<file path="config.mk">
export PLATFORM = sky130hd
export DESIGN_NAME = flex_countdown_timer
export DESIGN_NICKNAME = d
export VERILOG_FILES = /design/src/rtl/flex_countdown_timer.sv
export SDC_FILE = /design/constraint.sdc
export NUM_CORES = 1
export LEC_CHECK = 0
export ABC_CLOCK_PERIOD_IN_PS = 1570
export CAP_MARGIN = 20
export CORE_AREA = 4 4 41 43
export CTS_CLUSTER_DIAMETER = 50
export CTS_CLUSTER_SIZE = 30
export DETAILED_ROUTE_END_ITERATION = 16
export DIE_AREA = 0 0 45 47
export GPL_ROUTABILITY_DRIVEN = 1
export PLACE_DENSITY = 0.57
export SYNTH_ARGS = -nofsm -noshare
export SYNTH_HDL_FRONTEND = slang
export SYNTH_SLANG_ARGS = --single-unit
</file>
<file path="constraint.sdc">
create_clock -name clk -period 1.57 [get_ports clk]
set_input_delay 0.471 -clock clk [delete_from_list [all_inputs] [get_ports clk]]
set_output_delay 0.471 -clock clk [all_outputs]
set_load 0.05 [all_outputs]
</file>
<file path="src/rtl/flex_countdown_timer.sv">
//----------------------------------------------------------------------------
// flex_countdown_timer
//
// Loadable down-counter with a start/busy/done handshake. A controller loads a
// count with start. The block then decrements on each count_enable strobe and
// reports completion with a registered one-cycle done pulse.
//
// Build option:
//   FLEX_TIMER_AUTORELOAD_EN  When defined, the block runs in periodic mode.
//                             The terminal strobe reloads the count from the
//                             value captured at start, pulses done and stays
//                             in RUN. Abort or reset ends the periodic run.
//                             When undefined, the block is a one-shot timer.
//
// Parameters:
//   NUM_CNT_BITS  width of load_val / count_out (>= 2), default 4
//
// Ports:
//   clk           in   rising-edge clock
//   n_rst         in   asynchronous active-low reset
//   start         in   load load_val and begin counting (IDLE/DONE only)
//   load_val      in   initial count, unsigned
//   count_enable  in   decrement strobe (RUN only)
//   abort         in   synchronous cancel, highest priority after reset
//   count_out     out  remaining count (registered)
//   busy          out  high while counting (registered)
//   done          out  one-cycle completion pulse (registered)
//----------------------------------------------------------------------------
module flex_countdown_timer #(
  parameter int NUM_CNT_BITS = 4
) (
  input  logic                    clk,
  input  logic                    n_rst,
  input  logic                    start,
  input  logic [NUM_CNT_BITS-1:0] load_val,
  input  logic                    count_enable,
  input  logic                    abort,
  output logic [NUM_CNT_BITS-1:0] count_out,
  output logic                    busy,
  output logic                    done
);

  typedef enum logic [1:0] {
    IDLE = 2'd0,
    RUN  = 2'd1,
    DONE = 2'd2
  } state_t;

  localparam logic [NUM_CNT_BITS-1:0] CNT_ZERO = {NUM_CNT_BITS{1'b0}};
  localparam logic [NUM_CNT_BITS-1:0] CNT_ONE  = {{(NUM_CNT_BITS-1){1'b0}}, 1'b1};

  state_t                  state_r;
  logic [NUM_CNT_BITS-1:0] count_r;
  logic                    busy_r;
  logic                    done_r;

`ifdef FLEX_TIMER_AUTORELOAD_EN
  // Count captured on the accepted start, used to restart each period.
  logic [NUM_CNT_BITS-1:0] reload_r;
`endif

  // Timer state machine: state, remaining count and registered busy/done flags.
  always_ff @(posedge clk or negedge n_rst) begin
    if (!n_rst) begin
      state_r  <= IDLE;
      count_r  <= CNT_ZERO;
      busy_r   <= 1'b0;
      done_r   <= 1'b0;
`ifdef FLEX_TIMER_AUTORELOAD_EN
      reload_r <= CNT_ZERO;
`endif
    end else if (abort) begin
      // Abort cancels everything, including a pending terminal strobe,
      // so no done pulse is produced. The reload value is left untouched
      // because it is only ever used after a fresh start.
      state_r <= IDLE;
      count_r <= CNT_ZERO;
      busy_r  <= 1'b0;
      done_r  <= 1'b0;
    end else begin
      case (state_r)
        IDLE, DONE: begin
          // DONE behaves like IDLE so that a start can be accepted during
          // the done cycle for back-to-back timing with no idle gap.
          if (start) begin
`ifdef FLEX_TIMER_AUTORELOAD_EN
            reload_r <= load_val;
`endif
            if (load_val != CNT_ZERO) begin
              state_r <= RUN;
              count_r <= load_val;
              busy_r  <= 1'b1;
              done_r  <= 1'b0;
            end else begin
`ifdef FLEX_TIMER_AUTORELOAD_EN
              // A zero period is meaningless in periodic mode: stay idle.
              state_r <= IDLE;
              count_r <= CNT_ZERO;
              busy_r  <= 1'b0;
              done_r  <= 1'b0;
`else
              // Zero-length wait completes immediately.
              state_r <= DONE;
              count_r <= CNT_ZERO;
              busy_r  <= 1'b0;
              done_r  <= 1'b1;
`endif
            end
          end else begin
            state_r <= IDLE;
            count_r <= CNT_ZERO;
            busy_r  <= 1'b0;
            done_r  <= 1'b0;
          end
        end

        RUN: begin
          if (count_enable) begin
            // count_r is never 0 in RUN, so "<= 1" is the terminal strobe.
            // Using "<=" rather than "==" also keeps the counter from ever
            // wrapping should RUN somehow be reached with a zero count.
            if (count_r <= CNT_ONE) begin
`ifdef FLEX_TIMER_AUTORELOAD_EN
              state_r <= RUN;
              count_r <= reload_r;
              busy_r  <= 1'b1;
              done_r  <= 1'b1;
`else
              state_r <= DONE;
              count_r <= CNT_ZERO;
              busy_r  <= 1'b0;
              done_r  <= 1'b1;
`endif
            end else begin
              state_r <= RUN;
              count_r <= count_r - CNT_ONE;
              busy_r  <= 1'b1;
              done_r  <= 1'b0;
            end
          end else begin
            // No strobe: hold the count. Any autoreload done pulse ends here.
            state_r <= RUN;
            count_r <= count_r;
            busy_r  <= 1'b1;
            done_r  <= 1'b0;
          end
        end

        default: begin
          // Unreachable encoding: recover to a safe idle state.
          state_r <= IDLE;
          count_r <= CNT_ZERO;
          busy_r  <= 1'b0;
          done_r  <= 1'b0;
        end
      endcase
    end
  end

  assign count_out = count_r;
  assign busy      = busy_r;
  assign done      = done_r;

endmodule

</file>
# After elaboration in Yosys (flattened, before gate mapping)

Cells that the tools add are included.

Flip-flop bits (word level): 8
Output and inout port bits: 6
Word-level logic and storage cells: 36

Add/sub/neg operators: 1
$lt $le $gt $ge: 1
Equal/unequal tests: 3
Multiplexer cells: 24
Reductions and logical operators: 3

Operator list:

| operator              | number |
|---|---|
| $mux W4               | 5 |
| $mux W1               | 10 |
| $mux W2               | 5 |
| $pmux W4 S2           | 1 |
| $le A4 B1 Y1 const B  | 1 |
| $pmux W1 S2           | 2 |
| $pmux W2 S2           | 1 |
| $reduce_bool A4 Y1    | 1 |
| $sub A4 B1 Y4 const B | 1 |
| $ne A3 B3 Y1 const B  | 1 |
| $eq A2 B1 Y1 const B  | 1 |
| $eq A2 B2 Y1 const B  | 1 |
| $logic_not A2 Y1      | 1 |
| $reduce_or A2 Y1      | 1 |

# Logic depth before layout (Yosys ltp)

Depth after elaboration: 5
Depth in mapped cells: 5

# Least setup slack after synthesis

OpenSTA, ideal clock, no wires.

Kind: register -> register
From: register count_r[0] (netlist: count_out[0])
To: register count_r[0] (netlist: count_out[0])
Setup time: 99 ps
Arrival: 1566 ps
Required time: 1471 ps
Slack: -96 ps
Cell stages (with the launch flop): 6
Path buffers: 0
Period minus slack after synthesis: 1666 ps
Path through: dfrtp_1 -> inv_1 -> ha_1 -> nor2_1 -> o311ai_0 -> a311oi_1

Cells in the longest elaborated chain, start to end: 5
Elaborated cells between the ends (all ways): 6
Classes of those cells: add/sub: 1; order compare: 1; mux: 4

Ends and longest elaborated chain:

| what                                                 | RTL line | source |
|---|---|---|
| from (decl)                                          | 53       | `logic [NUM_CNT_BITS-1:0] count_r;` |
| from (signal assigned)                               | 91       | `count_r <= load_val;` |
| from (signal assigned)                               | 136      | `count_r <= count_r - CNT_ONE;` |
| from (signal assigned)                               | 143      | `count_r <= count_r;` |
| $sub A4 B1 Y4 / $le A4 B1 Y1 (equally long branches) | 136, 122 |  |
| $mux W4 *                                            | 122      | `if (count_r <= CNT_ONE) begin` |
| $mux W4 *                                            | 118      | `if (count_enable) begin` |
| $pmux W4 S2 *                                        | 81       | `case (state_r)` |
| $mux W4 *                                            | 72       | `end else if (abort) begin` |

Every way passes the cells marked *; elsewhere a longest branch is shown, timed or not. The select of a mux whose other input is x is not followed.
A chain may end at the register's enable or synchronous reset.

# Worst setup path in the final report

From: register count_r[3] (netlist: count_out[3])
To: output count_out[3]

RTL lines:

| what      | RTL line | source |
|---|---|---|
| to (decl) | 38       | `output logic [NUM_CNT_BITS-1:0] count_out,` |

No word-level cell between the ends.

==> flow_metrics.tcl <==
set metrics [dict create \
    outcome "completed" \
    synthesis.area_um2 415 \
    met1_usage_pct 15.5 \
    clock_latency_ns 0.25 \
    root_buffer "clkbuf_4" \
    synth_cell_type_count 24 \
    slew_headroom_pct 77.6 \
    ys_ff_latch 6 \
    cp_slowest_cell "dfrtp_1" \
    ant_nets 0 \
    routed_wl_um 1100 \
    hp-class "primary input to async pin" \
    grt-busiest-layer "met2" \
    synth.net_count 54 \
    use_met3_pct 6.13 \
    r2r_end "count_out[2]$_DFFE_PN0P_" \
    crit_chain "buf_12" \
    cp_num_buf_inv 1 \
    gp_congestion 0.765 \
    path_class "flip-flop to output port" \
    rows 13 \
    worstPathMaxFanout 8 \
    use_met2_pct 17.8 \
    final_cell_mix "clkdlybuf4s50_1 (8), buf_12 (6), buf_4 (6)" \
    grt-ovfl-total 0 \
    diodes 0 \
    nets 79 \
    rsz0062_at_grt "false" \
    irDropWorstVdd_mv 0.430 \
    p_leak_uw 0.000298 \
    cp_data_arrival_time_ns 0.97 \
    wire_per_inst_um 13.4 \
    p_sw_uw 197 \
    hold_slack_ns 0.465 \
    synthSimpleGateAreaFrac_pct 31.9 \
    worst_slew_pin_slew_ns 0.336 \
    muxShareOfSynthArea_pct 2.41 \
    synthAdderAreaFrac_pct 6.02 \
    max_clock_freq_ghz 0.694 \
    io_pins 15 \
    grt_max_degree 10 \
    clk_pin_slew_ns 0.05 \
    yosys_warnings 0 \
    r2r-start "count_out[1]$_DFFE_PN0P_" \
    grt_pass1_wl_um 1750 \
    clock_path_buffers 2 \
    grt_pass1_vias 394 \
    die_w_um 45 \
    vias 427 \
    worst-r2r-setup-slack_ns 0.17 \
    synth_area_per_cell_um2 9.66 \
    fin_skew_ns 0.00806 \
    final_cell_area_um2 711 \
    drcViolationCount 0 \
    core_um2 1300 \
    comb_power_share_pct 38.8 \
    cp_data_required_time_ns 1.10 \
    synth_top_family_by_area "simple AND/OR/NAND/NOR gates" \
    clkPwrFrac_pct 27.6 \
    dieHeight_um 47 \
    p_int_uw 383 \
    grt_usage_pct 11.6 \
    cts_buffers 3 \
    endpoint_kind "output port" \
    place_area_um2 667 \
    cap_violations 0 \
    hold_viol 0 \
    dieArea_um2 2120 \
    slowest_delay_ns 0.53 \
    fin_crit_sh_pct 91.8 \
    drive_gt1_share_pct 32.8 \
    critPathTopFamily "flip-flops" \
    reg2reg_depth 5 \
    synth_cells 43 \
    switching_share_pct 33.9 \
    synth-seq-area-share_pct 36.1 \
    viasPerCell 5.21 \
    drt_iter0_drc 6 \
    synthXorXnorAreaFrac_pct 0 \
    synth_compound_area_share_pct 20.8 \
    seqPwrFrac_pct 33.6 \
    cts_sinks 6 \
    firstDrtPassIters 2 \
    initial_utilization_pct 31.9 \
    period_needed_ns 1.44 \
    layout_commonest_cell "clkdlybuf4s50_1" \
    post-dp-hpwl_um 863 \
    area_growth_pct 71.1 \
    start_kind "flip-flop" \
    port_buffers 14 \
    power_density_nw_per_um2 817 \
    cts_tree "built" \
    antenna_found_initial 0 \
    htreeDepth 1 \
    setup_viol 0 \
    slew_viol_final 0 \
]
-- kinds of logic (layout without fill, tap and decap cells) --
| logic type | count (synthesis) | in the layout |
|---|---|---|
| compound gates | 11 | 11 |
| fa+ha+maj | 2 | 2 |
| buf+inv | 3 | 27 |
| flops | 6 | 6 |
| mux | 1 | 1 |
| simple gates | 20 | 20 |
-- Yosys cell counts --
master	number	share of area, %
dfrtp_1	6	36
nor2_1	4	3.6
inv_1	3	2.7
nand2_1	3	2.7
nor2b_1	3	4.5
a21oi_1	2	2.4
a311oi_1	2	4.2
a31oi_1	2	3.0
ha_1	2	6.0
o311ai_0	2	4.2
and2b_1	1	1.8
and3b_2	1	2.4
mux2i_1	1	2.4
nand2b_1	1	1.5
nand3b_1	1	1.8
nand4b_1	1	2.1
nor3_1	1	1.2
nor4_1	1	1.5
nor4b_2	1	3.6
nor4bb_1	1	2.4
o21ai_0	1	1.2
o31ai_1	1	1.8
o41ai_2	1	3.9
or3b_4	1	2.7
-- worst max-delay path by stage --
stage	start	endpoint	slack (ns)	cells after the start
after floorplan	count_out[0]$_DFFE_PN0P_	count_out[0]$_DFFE_PN0P_	0.07	5
after global placement	count_enable	count_out[3]$_DFFE_PN0P_	-0.13	4
after detailed placement	count_enable	count_out[3]$_DFFE_PN0P_	-0.12	4
after CTS	count_out[0]$_DFFE_PN0P_	count_out[1]$_DFFE_PN0P_	0.08	5
after global routing	count_out[1]$_DFFE_PN0P_	count_out[0]$_DFFE_PN0P_	0.06	5
final	count_out[3]$_DFFE_PN0P_	count_out[3]	0.13	1
-- per-layer routing --
metal / up-vias / wire length [um]
met5: - / 0
met4: 0 / 0
met3: 0 / 83
met2: 12 / 515
met1: 200 / 501
li1: 215 / -
-- cell type report --
type | instances | area, um^2
tap | 15 | 18.8
fill | 125 | 591
clock buffer | 4 | 26.3
sequential | 6 | 153
inverter | 3 | 11.3
timing repair buffer | 20 | 245
multi-input combinational | 34 | 256
-- state kept, by name (all words and copies together), names as in the netlist --
signal,flops
busy,1
count_out,4
done,1
-- through the flow --
stage               power (uW)  TNS, ns  std cells  util [%]  setup slack, ns
floorplan                  298        0         43         -           0.0680
global placement           411   -0.460         76      51.2           -0.133
detailed placement         410   -0.413         76      51.2           -0.120
CTS                        573        0         80      53.3           0.0772
global route               610        0         82      54.6           0.0626
finish                     580        0         82      54.6            0.129
-- power groups by stage --
| stage | clock network [uW] | logic (uW) | registers (uW) |
|---|---|---|---|
| 6_report | 160 | 225 | 195 |
| 5_1_grt | 172 | 240 | 198 |
| 4_1_cts | 164 | 211 | 198 |
| 3_3_place_gp | 0 | 211 | 200 |
| 2_1_floorplan | 0 | 67.1 | 231 |
| 3_5_place_dp | 0 | 210 | 200 |
-- what timing repair did --
item | CTS | global route
hold buffers | 0 | 0
setup endpoints to repair | 0 | 2
setup buffers | 0 | 2
resized for setup | 0 | 3
Power figures use the tool's default switching activity.
